$ cat src/rtl/idex_dispatch.sv
// ID/EX dispatch stage: a single-entry holding register between decode and
// the per-unit reservation stations. The entry is offered to the unit named
// by its ex_unit field and held while that unit is full. Decode sees this as
// back-pressure. While an entry is held, it snoops the writeback bus so that
// a waiting operand picks up its producer's result.
// Optional feature: define IDEX_CAPTURE_SNOOP_EN to apply the same writeback
// match to the incoming source tags on the load edge.
module idex_dispatch #(
   parameter int EX_UNIT_NUM = 4,
   parameter int EX_UNIT_W   = 2,
   parameter int OP_W        = 6,
   parameter int TAG_W       = 4,
   parameter int DATA_W      = 32,
   parameter int TAG_INVALID = 0,
   parameter int ERR_UNIT    = 0
) (
   input  logic                   clk,
   input  logic                   rst,
   input  logic                   rst_tag,
   input  logic                   in_valid,
   output logic                   in_ready,
   input  logic [EX_UNIT_W-1:0]   in_ex_unit,
   input  logic [OP_W-1:0]        in_op,
   input  logic [TAG_W-1:0]       in_tag1,
   input  logic [TAG_W-1:0]       in_tag2,
   input  logic [DATA_W-1:0]      in_val1,
   input  logic [DATA_W-1:0]      in_val2,
   input  logic [TAG_W-1:0]       in_target,
   input  logic                   wb_valid,
   input  logic [TAG_W-1:0]       wb_tag,
   input  logic [DATA_W-1:0]      wb_val,
   input  logic [EX_UNIT_NUM-1:0] reservation_full,
   output logic [EX_UNIT_NUM-1:0] rs_valid,
   output logic [OP_W-1:0]        rs_op,
   output logic [TAG_W-1:0]       rs_tag1,
   output logic [TAG_W-1:0]       rs_tag2,
   output logic [DATA_W-1:0]      rs_val1,
   output logic [DATA_W-1:0]      rs_val2,
   output logic [TAG_W-1:0]       rs_target,
   output logic                   stall_id
);

   localparam logic [TAG_W-1:0]     TAG_NONE = TAG_W'(TAG_INVALID);
   localparam logic [EX_UNIT_W-1:0] UNIT_ERR = EX_UNIT_W'(ERR_UNIT);

   typedef struct packed {
      logic [EX_UNIT_W-1:0] ex_unit;
      logic [OP_W-1:0]      op;
      logic [TAG_W-1:0]     tag1;
      logic [DATA_W-1:0]    val1;
      logic [TAG_W-1:0]     tag2;
      logic [DATA_W-1:0]    val2;
      logic [TAG_W-1:0]     target;
   } entry_t;

   entry_t ent_q;
   entry_t in_ent;
   logic   valid_q;
   logic   fire;
   logic   load;
   logic   wb_live;
   logic   hit1;
   logic   hit2;

   // A broadcast of the "ready" tag is never a real producer.
   assign wb_live = wb_valid && (wb_tag != TAG_NONE);
   assign hit1    = wb_live && (ent_q.tag1 != TAG_NONE) && (ent_q.tag1 == wb_tag);
   assign hit2    = wb_live && (ent_q.tag2 != TAG_NONE) && (ent_q.tag2 == wb_tag);

   assign fire     = valid_q && !reservation_full[ent_q.ex_unit];
   assign in_ready = !valid_q || fire;
   assign stall_id = !in_ready;
   // ERR_UNIT instructions are accepted so that decode moves on, but they never occupy the entry.
   assign load     = in_valid && in_ready && (in_ex_unit != UNIT_ERR) && !rst_tag;

   assign rs_op     = ent_q.op;
   assign rs_tag1   = ent_q.tag1;
   assign rs_tag2   = ent_q.tag2;
   assign rs_val1   = ent_q.val1;
   assign rs_val2   = ent_q.val2;
   assign rs_target = ent_q.target;

   // One-hot dispatch strobe toward the unit selected by the held entry.
   always_comb begin
      rs_valid = '0;
      if (fire) rs_valid[ent_q.ex_unit] = 1'b1;
   end

   // Incoming entry, optionally woken by a broadcast in the same cycle.
   always_comb begin
      in_ent.ex_unit = in_ex_unit;
      in_ent.op      = in_op;
      in_ent.tag1    = in_tag1;
      in_ent.val1    = in_val1;
      in_ent.tag2    = in_tag2;
      in_ent.val2    = in_val2;
      in_ent.target  = in_target;
`ifdef IDEX_CAPTURE_SNOOP_EN
      if (wb_live && (in_tag1 == wb_tag)) begin
         in_ent.tag1 = TAG_NONE;
         in_ent.val1 = wb_val;
      end
      if (wb_live && (in_tag2 == wb_tag)) begin
         in_ent.tag2 = TAG_NONE;
         in_ent.val2 = wb_val;
      end
`endif
   end

   // Entry state: flush beats load, load replaces or refills, fire empties, and a held entry wakes up.
   always_ff @(posedge clk or posedge rst) begin
      if (rst) begin
         valid_q <= 1'b0;
         ent_q   <= '0;
      end else if (rst_tag) begin
         valid_q <= 1'b0;
      end else if (load) begin
         valid_q <= 1'b1;
         ent_q   <= in_ent;
      end else if (fire) begin
         valid_q <= 1'b0;
      end else if (valid_q) begin
         // The reservation station snoops the same broadcast, so wakeup only matters while holding.
         if (hit1) begin
            ent_q.tag1 <= TAG_NONE;
            ent_q.val1 <= wb_val;
         end
         if (hit2) begin
            ent_q.tag2 <= TAG_NONE;
            ent_q.val2 <= wb_val;
         end
      end
   end

endmodule

$ cat config.mk
export PLATFORM = sky130hd
export DESIGN_NAME = idex_dispatch
export DESIGN_NICKNAME = d
export VERILOG_FILES = /design/src/rtl/idex_dispatch.sv
export SDC_FILE = /design/constraint.sdc
export NUM_CORES = 1
export LEC_CHECK = 0
export CORE_MARGIN = 1
export CORE_UTILIZATION = 35
export DETAILED_ROUTE_END_ITERATION = 6
export PLACE_DENSITY = 0.7
export SYNTH_ARGS = -nofsm -noshare
export SYNTH_HDL_FRONTEND = slang
export SYNTH_SLANG_ARGS = --single-unit
export TNS_END_PERCENT = 1
$ cat constraint.sdc
create_clock -name clk -period 3.17 [get_ports clk]
set_input_delay 0.4755 -clock clk [delete_from_list [all_inputs] [get_ports clk]]
set_output_delay 0.4755 -clock clk [all_outputs]
set_load 0.03 [all_outputs]
After elaboration in Yosys (flattened, before gate mapping) --
Index checks and enable logic that the tools add are counted.
Word-level totals: flip-flop bits (word level) 85, input bits 129, output and inout port bits 88, word-level logic and storage cells 53
Cells by class: order comparisons 2, eq/ne operators 3, mux-type cells 13, bitwise gates (word level) 1, reduce and logical (&&, ||, !) cells 26
Operator list (count):
- 2-to-1 mux 72 bit | 3
- 2-to-1 mux 36 bit | 2
- nonzero test 4 bit | 3
- logical AND 1 bit | 10
- == test 4 bit | 2
- AND reduction 4 bit | 2
- nonzero test 2 bit | 4
- 2-to-1 mux 1 bit | 5
- zero test 1 bit | 4
- 2-to-1 mux 4 bit | 1
- less-than comparator 2 x 3 -> 1 bit, second input constant | 1
- nonzero test 3 bit | 1
- binary-select mux 1 bit (select 2 bit) | 1
- demux 1 bit (select 2 bit) | 1
- >= comparator 2 x 1 -> 1 bit, second input constant | 1
- != test 2 x 1 -> 1 bit, second input constant | 1
- AND reduction 2 bit | 1
- logical OR 1 bit | 1
- NOT 1 bit | 1

Logic depth before layout (Yosys ltp) --
depth after elaboration 10, mapped depth 9, mapped depth without buffers 6

Worst setup path after synthesis --
No wires, ideal clock.
path type register to register, from register ent_q[83] in the netlist's numbering, to register ent_q (netlist bit rs_val1[10]), library setup time 0.123 ns, arrival 1.970 ns, required time 3.047 ns, slack 1.077 ns, stages on the path, launching flop included 9, buffers on the path 2, clock period less this slack 2.093 ns, path through dfrtp_1 -> buf_6 -> mux2i_1 -> o22a_2 -> inv_2 -> nor3_4 -> clkbuf_1 -> or2b_1 -> o221a_2
On the way: longest elaborated chain between the ends 10, elaborated cells between the ends (all ways) 13, those cells by class eq/ne: 1; mux: 3; reduce/logical: 9
RTL lines:
- start, declared | line 56 | entry_t ent_q;
- start signal, assigned | line 119 | ent_q <= in_ent;
- binary-select mux 1 bit (select 2 bit) * | line 70 | assign fire = valid_q && !reservation_full[ent_q.ex_unit];
- 2-to-1 mux 1 bit (not written as such) * | line 70
- zero test 1 bit * | line 70
- logical AND 1 bit * | line 70
- logical OR 1 bit * | line 71 | assign in_ready = !valid_q || fire;
- via in_ready | line 21 | output logic in_ready,
- logical AND 1 bit * (3 in a row) | line 74 | assign load = in_valid && in_ready && (in_ex_unit != UNIT_ERR) && !rst_tag;
- != test 2 x 1 -> 1 bit (no source line) / nonzero test 2 bit (equally long branches)
- AND reduction 4 bit (no source line)
Mark *: on every way through the listed nets, which the timed path passes. The rest lies on a longest branch. The select of a mux whose other input is x is not followed. A chain may end at the register's enable or synchronous reset.

Worst setup path after layout --
from input reservation_full[2], to output stall_id
On the way: longest elaborated chain between the ends 6
RTL lines:
- start, declared | line 32 | input logic [EX_UNIT_NUM-1:0] reservation_full,
- binary-select mux 1 bit (select 2 bit) | line 70
- 2-to-1 mux 1 bit (not written as such) | line 70
- zero test 1 bit | line 70
- logical AND 1 bit | line 70
- logical OR 1 bit | line 71
- zero test 1 bit | line 72 | assign stall_id = !in_ready;
- end, declared | line 40 | output logic stall_id
Every way passes these cells. The select of a mux whose other input is x is not followed.

==> impl_metrics.env <==
export IMPL_endpoint_kind="output port"
export IMPL_worst_ep_required_time_ns=2.69
export IMPL_ir_drop_mv=0.3062
export IMPL_maxSlewHeadroom_pct=60.40
export IMPL_cts_sinks=85
export IMPL_avgSynthCellArea_sq_um=10.18
export IMPL_clock_fmax_mhz=386.2
export IMPL_via_count=3591
export IMPL_p_leak_nw=2.576
export IMPL_final_common_cell="clkdlybuf4s50_1"
export IMPL_final_layout_size_suffix_gt1_share_pct=11.21
export IMPL_fin_crit_sh_pct=81.69
export IMPL_finalSetupViolCount=0
export IMPL_min_path_type="flop to flop"
export IMPL_numPlacedInstances=745
export IMPL_r2r_end="rs_val1[21]"
export IMPL_drv_slew=0
export IMPL_gp_congestion=0.8038
export IMPL_crit_start="reservation_full[2]"
export IMPL_htree_levels=3
export IMPL_wl_per_cell_microns=16.21
export IMPL_antennaDiodeCount=0
export IMPL_tightest_slew_ns=0.5940
export IMPL_worstSkewPairLatency_ns=0.33
export IMPL_drt_iter0_drc=145
export IMPL_postCtsSetupRepairBufs=0
export IMPL_period_minus_slack_ns=2.590
export IMPL_drc=0
export IMPL_nFillCells=1206
export IMPL_rr_worst_depth=7
export IMPL_hold_ws_ns=0.4763
export IMPL_synth_async_reset_ratio_pct=100.0
export IMPL_cap_viol_max_count=0
export IMPL_design_area_sq_um=6600
export IMPL_grt_pass1_wl_microns=18990
export IMPL_synthFlopType="dfrtp_1"
export IMPL_core_area_sq_um=12720
export IMPL_antenna_found_initial=0
export IMPL_clk_pin_slew_ns=0.06
export IMPL_antenna_left=0
export IMPL_wl_microns=12340
export IMPL_grt_max_degree=46
export IMPL_cp_start_kind="input pin"
export IMPL_reg2reg_slack_ns=0.89
export IMPL_synth_nets=581
export IMPL_rows=41
export IMPL_cts_buffer_depth=2
export IMPL_crit_reg2reg_launch="ent_q[83]"
export IMPL_skew_ns=0.006256
export IMPL_rsz0062_at_grt="no"
export IMPL_cts_hold_buffers=0
export IMPL_fin_nets=713
export IMPL_start_util_pct=36.16
export IMPL_ys_types=33
export IMPL_grt_pass1_vias=3842
export IMPL_status="finished, final reports clean"
export IMPL_netlist_area_sq_um=4601
export IMPL_endpoint="stall_id"
export IMPL_numPortBuffers=216
export IMPL_first_pass_iters=4
export IMPL_postCtsResizedCells=0
export IMPL_overflow=0
export IMPL_syn_inst=452
export IMPL_dieArea_sq_um=13610
export IMPL_dp_hpwl_microns=9163
export IMPL_synth_edff_count=0
export IMPL_crit_type="input pin to output port"
export IMPL_p_per_area_nw_per_um2=627.4
export IMPL_area_delta_synth_final_pct=43.46
export IMPL_yosysWarningCount=0
export IMPL_track_usage_pct=18.31
export IMPL_hold_violations=0
export IMPL_tns_ns=0
export IMPL_die_h_microns=116.7
export IMPL_worstPathMaxFanout=3
export IMPL_dpl_cell_area_sq_um=6315
export IMPL_die_x_microns=116.7
export IMPL_mostFrequentLayoutCells="216 x clkdlybuf4s50_1, 85 x dfrtp_1, 49 x nand2_1"
export IMPL_io_pins=217
export IMPL_cts_tree="done"
export IMPL_cts_buffers=9
export IMPL_synth_ff_latch_count=85
export IMPL_fin_cells=761
export IMPL_cts_root_buf="clkbuf_16"
export IMPL_viasPerCell=4.719
export IMPL_synth_seq_area_share_pct=46.23
export IMPL_cp_arrival_ns=2.11
==> synthesized netlist by cell type (2+ instances only) <==
library cell  count  area share, %
xnor2_1           4           0.76
nor4_1            2           0.27
and2_1            2           0.27
o21ai_0           8           0.87
o221a_2          30            7.3
clkbuf_1          7           0.57
buf_2            10            1.1
xor2_1            3           0.57
or2b_1            8            1.3
nand2_1          49            4.0
buf_4            85             14
inv_1             6           0.49
dfrtp_1          85             46
buf_6             6            1.5
or3_1             2           0.27
a21oi_1          34            3.7
mux2i_1          34            7.4
nand2b_1         25            3.4
o41ai_1           2           0.38
o221a_1           2           0.49
nor3b_1           2           0.33
nor3_1            2           0.22
nor2_1           34            2.8
==> metal layers <==
| metal | GRT usage, % | wire length (microns) |
|---|---|---|
| met1 | 20.19 | 4830 |
| met2 | 32.54 | 6146 |
| met3 | 7.161 | 1203 |
| met4 | 5.316 | 157 |
| met5 | 0 | 0 |
==> power breakdown <==
| group | switching, mW | leakage [nW] | total [mW] | internal [mW] |
|---|---|---|---|---|
| combinational | 0.863 | 1.48 | 1.65 | 0.788 |
| sequential | 0.163 | 0.965 | 1.49 | 1.33 |
| clock | 0.440 | 0.135 | 0.996 | 0.556 |
==> flip-flops by register name, indices dropped and copies added, names as in the netlist <==
name       flops
ent_q          2
rs_op          6
rs_tag2        4
rs_val1       32
valid_q        1
rs_val2       32
rs_tag1        4
rs_target      4
==> logic make-up (layout without fill, tap and decap cells) <==
| family | count (synthesis) | count (layout) | synth area share [%] |
|---|---|---|---|
| XOR/XNOR | 7 | 7 | 1.333 |
| AO/OA/AOI/OAI | 81 | 81 | 13.65 |
| multiplexers | 34 | 34 | 7.397 |
| AND/OR/NAND/NOR | 130 | 130 | 13.82 |
| buffers and inverters | 115 | 252 | 17.57 |
| flip-flops | 85 | 85 | 46.23 |
==> critical path, stage by stage <==
cell and delay, ns:
clkdlybuf4s50_1 0.49, mux2i_1 0.10, o22a_2 0.28, inv_2 0.09, clkdlybuf4s50_1 0.67
==> final cells by class <==
cell class                      count  area (sq um)  share of cell area, %
Clock inverter                      6         46.29                 0.7014
Sequential cell                    85          2127                  32.23
Inverter                            7         27.53                 0.4171
Timing Repair Buffer              229          2272                  34.43
Clock buffer                       10         239.0                  3.621
Tap cell                          172         215.2                  3.261
Multi-Input combinational cell    252          1673                  25.35
==> through the flow <==
stage / util (%) / setup WS [ns] / total power, mW
3_5_place_dp: 49.64 / 0.5192 / 3.170
2_1_floorplan: - / 0.5010 / 2.729
5_1_grt: 51.88 / 0.5284 / 4.347
6_report: 51.88 / 0.5804 / 4.141
4_1_cts: 51.88 / 0.5785 / 4.191
3_3_place_gp: 49.64 / 0.5714 / 3.142
==> how the worst min path moves through the flow <==
| stage | startpoint | to | slack, ns | cells past startpoint |
|---|---|---|---|---|
| 6_report | rs_target[3] | rs_target[3] | 0.48 | 2 |
| 5_1_grt | rs_target[2] | rs_target[2] | 0.51 | 2 |
| 4_1_cts | rs_op[3] | rs_op[3] | 0.48 | 2 |
| 3_5_place_dp | rs_op[3] | rs_op[3] | 0.46 | 2 |
| 3_3_place_gp | rs_target[3] | rs_target[3] | 0.46 | 2 |
| 2_1_floorplan | rs_op[0] | rs_op[0] | 0.45 | 2 |
Power figures use the tool's default switching activity.
